===== src/rtl/addsub_pkg.sv =====
// Shared types and helpers for the sequential adder/subtractor.
package addsub_pkg;

  typedef enum logic {
    IDLE = 1'b0,
    RUN  = 1'b1
  } state_e;

  localparam logic MODE_ADD = 1'b0;
  localparam logic MODE_SUB = 1'b1;

  // Returns 0 for an illegal WIDTH/CHUNK pair so the top can reject it at elaboration.
  function automatic int calc_nch(input int width, input int chunk);
    if (chunk < 1 || chunk > width || (width % chunk) != 0) begin
      return 0;
    end
    return width / chunk;
  endfunction

endpackage


===== src/rtl/addsub_slice.sv =====
// One CHUNK-bit ripple slice, purely combinational; shared across all slice cycles.
module addsub_slice #(
  parameter int CHUNK = 16
) (
  input  logic [CHUNK-1:0] a,
  input  logic [CHUNK-1:0] b_eff,
  input  logic             carry_in,
  output logic [CHUNK-1:0] s,
  output logic             carry_out,
  output logic             msb_carry_in
);

  logic [CHUNK:0] total;

  assign total        = {1'b0, a} + {1'b0, b_eff} + {{CHUNK{1'b0}}, carry_in};
  assign s            = total[CHUNK-1:0];
  assign carry_out    = total[CHUNK];
  // The carry entering the top bit is recovered from its sum bit.
  assign msb_carry_in = a[CHUNK-1] ^ b_eff[CHUNK-1] ^ total[CHUNK-1];

endmodule


===== src/rtl/seq_addsub_unit.sv =====
// WIDTH-bit a+b+cin / a-b-cin, one CHUNK slice per clock; done pulses NCH cycles after accept.
// start is taken only while idle (including the done cycle); starts during RUN are dropped.
module seq_addsub_unit
  import addsub_pkg::*;
#(
  parameter int WIDTH = 64,
  parameter int CHUNK = 16
) (
  input  logic             clk,
  input  logic             rst_n,
  input  logic             start,
  input  logic             sub,
  input  logic             cin,
  input  logic [WIDTH-1:0] a,
  input  logic [WIDTH-1:0] b,
  output logic [WIDTH-1:0] sum,
  output logic             cout,
  output logic             ovf,
  output logic             zero,
  output logic             busy,
  output logic             done
);

  localparam int NCH = calc_nch(WIDTH, CHUNK);
  localparam int KW  = (NCH > 1) ? $clog2(NCH) : 1;

  if (NCH < 1) begin : g_cfg_check
    $error("seq_addsub_unit: WIDTH must be a non-zero multiple of CHUNK");
  end

  state_e           state_q, state_d;
  logic [WIDTH-1:0] a_q, a_d;
  logic [WIDTH-1:0] b_q, b_d;
  logic [WIDTH-1:0] work_q, work_d;
  logic [WIDTH-1:0] sum_q, sum_d;
  logic [KW-1:0]    k_q, k_d;
  logic             carry_q, carry_d;
  logic             cout_q, cout_d;
  logic             ovf_q, ovf_d;
  logic             zero_q, zero_d;
  logic             done_q, done_d;

  logic [CHUNK-1:0] a_sl, b_sl, s_sl;
  logic             c_sl, msb_ci_sl;
  logic             last;

  assign a_sl = a_q[k_q*CHUNK +: CHUNK];
  assign b_sl = b_q[k_q*CHUNK +: CHUNK];
  assign last = (k_q == KW'(NCH - 1));

  addsub_slice #(.CHUNK(CHUNK)) u_slice (
    .a            (a_sl),
    .b_eff        (b_sl),
    .carry_in     (carry_q),
    .s            (s_sl),
    .carry_out    (c_sl),
    .msb_carry_in (msb_ci_sl)
  );

  always_comb begin
    state_d = state_q;
    a_d     = a_q;
    b_d     = b_q;
    work_d  = work_q;
    sum_d   = sum_q;
    k_d     = k_q;
    carry_d = carry_q;
    cout_d  = cout_q;
    ovf_d   = ovf_q;
    zero_d  = zero_q;
    done_d  = 1'b0;

    unique case (state_q)
      IDLE: begin
        if (start) begin
          // Subtraction is folded into an add of ~b with inverted borrow.
          a_d     = a;
          b_d     = (sub == MODE_ADD) ? b : ~b;
          carry_d = (sub == MODE_SUB) ? ~cin : cin;
          k_d     = '0;
          state_d = RUN;
        end
      end
      RUN: begin
        work_d[k_q*CHUNK +: CHUNK] = s_sl;
        carry_d = c_sl;
        k_d     = k_q + KW'(1);
        if (last) begin
          state_d = IDLE;
          sum_d   = work_d;
          cout_d  = c_sl;
          ovf_d   = msb_ci_sl ^ c_sl;
          zero_d  = (work_d == '0);
          done_d  = 1'b1;
        end
      end
      default: state_d = IDLE;
    endcase
  end

  always_ff @(posedge clk or negedge rst_n) begin
    if (!rst_n) begin
      state_q <= IDLE;
      a_q     <= '0;
      b_q     <= '0;
      work_q  <= '0;
      sum_q   <= '0;
      k_q     <= '0;
      carry_q <= 1'b0;
      cout_q  <= 1'b0;
      ovf_q   <= 1'b0;
      zero_q  <= 1'b0;
      done_q  <= 1'b0;
    end else begin
      state_q <= state_d;
      a_q     <= a_d;
      b_q     <= b_d;
      work_q  <= work_d;
      sum_q   <= sum_d;
      k_q     <= k_d;
      carry_q <= carry_d;
      cout_q  <= cout_d;
      ovf_q   <= ovf_d;
      zero_q  <= zero_d;
      done_q  <= done_d;
    end
  end

  assign sum  = sum_q;
  assign cout = cout_q;
  assign ovf  = ovf_q;
  assign zero = zero_q;
  assign busy = (state_q == RUN);
  assign done = done_q;

endmodule


===== config.mk =====
export PLATFORM = sky130hd
export DESIGN_NAME = seq_addsub_unit
export DESIGN_NICKNAME = d
export VERILOG_FILES = /design/src/rtl/addsub_pkg.sv /design/src/rtl/addsub_slice.sv /design/src/rtl/seq_addsub_unit.sv
export SDC_FILE = /design/constraint.sdc
export NUM_CORES = 1
export LEC_CHECK = 0
export CORE_MARGIN = 2
export CORE_UTILIZATION = 54
export DETAILED_ROUTE_END_ITERATION = 12
export GPL_TIMING_DRIVEN = 0
export PLACE_DENSITY = 0.83
export SETUP_SLACK_MARGIN = 0.5
export SLEW_MARGIN = 15
export SYNTH_ARGS = -nofsm -noshare
export SYNTH_HDL_FRONTEND = slang
export SYNTH_SLANG_ARGS = --single-unit

===== constraint.sdc =====
create_clock -name clk -period 5.4 [get_ports clk]
set_input_delay 1.08 -clock clk [delete_from_list [all_inputs] [get_ports clk]]
set_output_delay 1.08 -clock clk [all_outputs]
set_load 0.05 [all_outputs]

==> impl_metrics.env <==
export IMPL_core_um2=22600
export IMPL_syn_inst=1092
export IMPL_grt_setup_unrepaired="false"
export IMPL_clk_pin_slew_ns=0.07
export IMPL_timing_final_crit_period_ns=4.70
export IMPL_port_buffers=200
export IMPL_die_area_um2=24200
export IMPL_finalSetupViolCount=0
export IMPL_detail_route_antenna_nets=0
export IMPL_global_route_usage_total=0.303
export IMPL_cp_max_fo=10
export IMPL_grt_first_pass_wirelength_mm=56.9
export IMPL_cts_root_buffer_cell="sky130_fd_sc_hd__clkbuf_16"
export IMPL_critical_path_top_cell_by_count="sky130_fd_sc_hd__a221o_1"
export IMPL_cts_root_to_sink_buffers=3
export IMPL_setup_worst_path_start_class="flip-flop"
export IMPL_routabilityCongestion=0.897
export IMPL_maximum_capacitance_violations=0
export IMPL_numCtsBuffers=27
export IMPL_report_final_slew_viol_count=0
export IMPL_totalWireLength_mm=36.3
export IMPL_vias_per_cell=6.20
export IMPL_antenna_cells=0
export IMPL_layout_drive_gt1_share=0.135
export IMPL_finalCritPeriodShare=0.869
export IMPL_detailroute_via_count=10100
export IMPL_finish_utilization=0.706
export IMPL_h_tree_depth=1
export IMPL_first_global_vias=10300
export IMPL_hold_buffers=0
export IMPL_standard_cell_row_count=55
export IMPL_cp_cell_sequence="clkbuf_1 -> clkbuf_4 -> mux4_2 -> ha_2 -> a21oi_2 -> nand2_1 -> a221o_1 -> a211oi_1 -> nor3_2 -> buf_6 -> or4_1 -> a221o_1 -> a2111oi_2 -> a32o_1"
export IMPL_routed_len_inst_um=22.3
export IMPL_hp_start="b_q[34]$_DFFE_PN0P_"
export IMPL_min_path_type="flip-flop to flip-flop"
export IMPL_tightest_slew_ns=1.11
export IMPL_layout_area_overhead_vs_synth_pct=28.8
export IMPL_grt_overflow=0
export IMPL_final_common_cell="sky130_fd_sc_hd__dfrtp_1"
export IMPL_startpoint_of_the_most_critical_setup_path="k_q[1]$_DFFE_PN0P_"
export IMPL_tritoncts_num_sinks=263
export IMPL_rr_startpoint="k_q[1]$_DFFE_PN0P_"
export IMPL_endpoint_class_of_the_critical_path="flip-flop"
export IMPL_insertion_delay_ns=0.54
export IMPL_syn_area_um2=12400
export IMPL_route_detailed_drc=0
export IMPL_async_flop_share=1.00
export IMPL_finalClockSkew_ns=0.0163
export IMPL_yosys_register_bits=263
export IMPL_fmax_mhz=213
export IMPL_yosysSeqAreaShare=0.532
export IMPL_dp_final_hpwl_mm=25.9
export IMPL_final_hold_viols=0
export IMPL_tritoncts="yes"
export IMPL_die_x_um=155
export IMPL_required_worst_endpoint_ns=5.87
export IMPL_synth_cell_type_count=64
export IMPL_critPathArrivalTime_ns=5.16
export IMPL_dr_pass1_iters=6
export IMPL_antenna_found_initial=0
export IMPL_crit_path_top_delay_cell="sky130_fd_sc_hd__or4_1"
export IMPL_outcome="finished, final reports clean"
export IMPL_io_pins=202
export IMPL_criticalPathCategory="flip-flop to flip-flop"
export IMPL_post_synth_cell_area_avg_um2=11.3
export IMPL_worst_slew_margin_rel=0.250
export IMPL_die_height_um=155
export IMPL_fin_nets=1481
export IMPL_slowest_stage_delay_on_critical_path_ns=0.56
export IMPL_drtIter0Drc=903
export IMPL_initial_core_util=0.548
export IMPL_synth_edf_count=0
export IMPL_grt_start_max_net_pins=111
export IMPL_commonest_cells_after_routing_fill_and_taps_aside="263 x sky130_fd_sc_hd__dfrtp_1, 199 x sky130_fd_sc_hd__clkdlybuf4s50_1, 124 x sky130_fd_sc_hd__nand2_1"
export IMPL_postSynth_topFlopCell="sky130_fd_sc_hd__dfrtp_1"
export IMPL_syn_num_nets=1247
export IMPL_n_fill_cell=1566
export IMPL_ys_warn_count=0
## metal layers
layer,vias to the layer above,share of wire,GRT usage
li1,4401,-,-
met1,5021,0.39,0.401
met2,601,0.50,0.518
met3,101,0.087,0.0490
met4,0,0.032,0.0939
met5,-,0,0
## worst max-delay path, delay by kind of cell, from the launching register on
family	cells	cell delay (ns)
adders and majority gates	1	0.38
DFF	1	0.37
buffers and inverters	3	0.80
AOI/OAI and AO/OA	6	1.80
and+or+nand+nor	3	0.88
muxes	1	0.38
## sequential cells by signal, summed over array words and instances (netlist names)
register / count
work_q: 63
done: 1
busy: 1
sum: 64
carry_q: 1
ovf: 1
zero: 1
k_q: 2
a_q: 64
b_q: 64
cout: 1
## through the flow
stage	worst slack [ns]	cell area (µm²)	hold WS, ns	setup TNS, ns	cells
CTS	0.524	15900	0.479	0	1631
global route	0.497	15900	0.496	0	1632
finish	0.705	15900	0.480	0	1632
detailed placement	-0.567	14800	0.465	-0.567	1580
global placement	-7.59	14700	0.457	-1992.39	1577
floorplan	0.547	12400	0.445	0	1092
## cell type report
| type | count | area, µm² | area share |
|---|---|---|---|
| Sequential cell | 263 | 6580 | 0.413 |
| Multi-Input combinational cell | 734 | 5490 | 0.345 |
| Timing Repair Buffer | 205 | 2090 | 0.131 |
| Clock buffer | 34 | 752 | 0.0472 |
| Buffer | 83 | 383 | 0.0240 |
| Tap cell | 285 | 357 | 0.0224 |
| Clock inverter | 16 | 245 | 0.0154 |
| Inverter | 12 | 45.0 | 0.00282 |
## what timing repair did
| item | 4_1_cts | 5_1_grt |
|---|---|---|
| setup buffers | 1 | 1 |
| endpoints found under the setup margin | 16 | 1 |
| pin swaps | 1 | 1 |
| gates resized for setup | 26 | 19 |
## cell usage after synthesis, types with 11 or more instances
cell type	number	area (µm²)
sky130_fd_sc_hd__ha_1	20	250
sky130_fd_sc_hd__clkbuf_1	69	259
sky130_fd_sc_hd__nor2_1	91	342
sky130_fd_sc_hd__o21ai_0	100	500
sky130_fd_sc_hd__mux4_2	32	721
sky130_fd_sc_hd__dfrtp_1	263	6580
sky130_fd_sc_hd__a221oi_1	33	289
sky130_fd_sc_hd__nand3_1	11	55.1
sky130_fd_sc_hd__a22o_1	59	517
sky130_fd_sc_hd__xnor2_1	73	639
sky130_fd_sc_hd__nand2_1	124	465
sky130_fd_sc_hd__inv_1	11	41.3
sky130_fd_sc_hd__mux2_2	64	721
sky130_fd_sc_hd__a21oi_1	22	110
## path summary, 6_finish.rpt
check	to	slack (ns)	cells past startpoint
max	zero$_DFFE_PN0P_	0.70	14
min	b_q[34]$_DFFE_PN0P_	0.48	2
max reg2reg	zero$_DFFE_PN0P_	0.70	14
min reg2reg	b_q[34]$_DFFE_PN0P_	0.48	2
max in group asynchronous	b_q[45]$_DFFE_PN0P_	3.94	2
min in group asynchronous	sum[55]$_DFFE_PN0P_	0.51	1
## cells by family (layout without fill, tap and decap cells)
group / count (synthesis) / after routing / synth area share
flip-flops: 263 / 263 / 0.532
XOR/XNOR: 80 / 80 / 0.0572
adder cells (fa/ha/maj): 22 / 22 / 0.0234
buffers and inverters: 95 / 350 / 0.0307
AND/OR/NAND/NOR: 271 / 271 / 0.0927
AO/OA/AOI/OAI: 264 / 264 / 0.147
multiplexers: 97 / 97 / 0.117
Power is not shown: default switching activity piles up to over one toggle a cycle in this logic, so the estimate is an artifact.
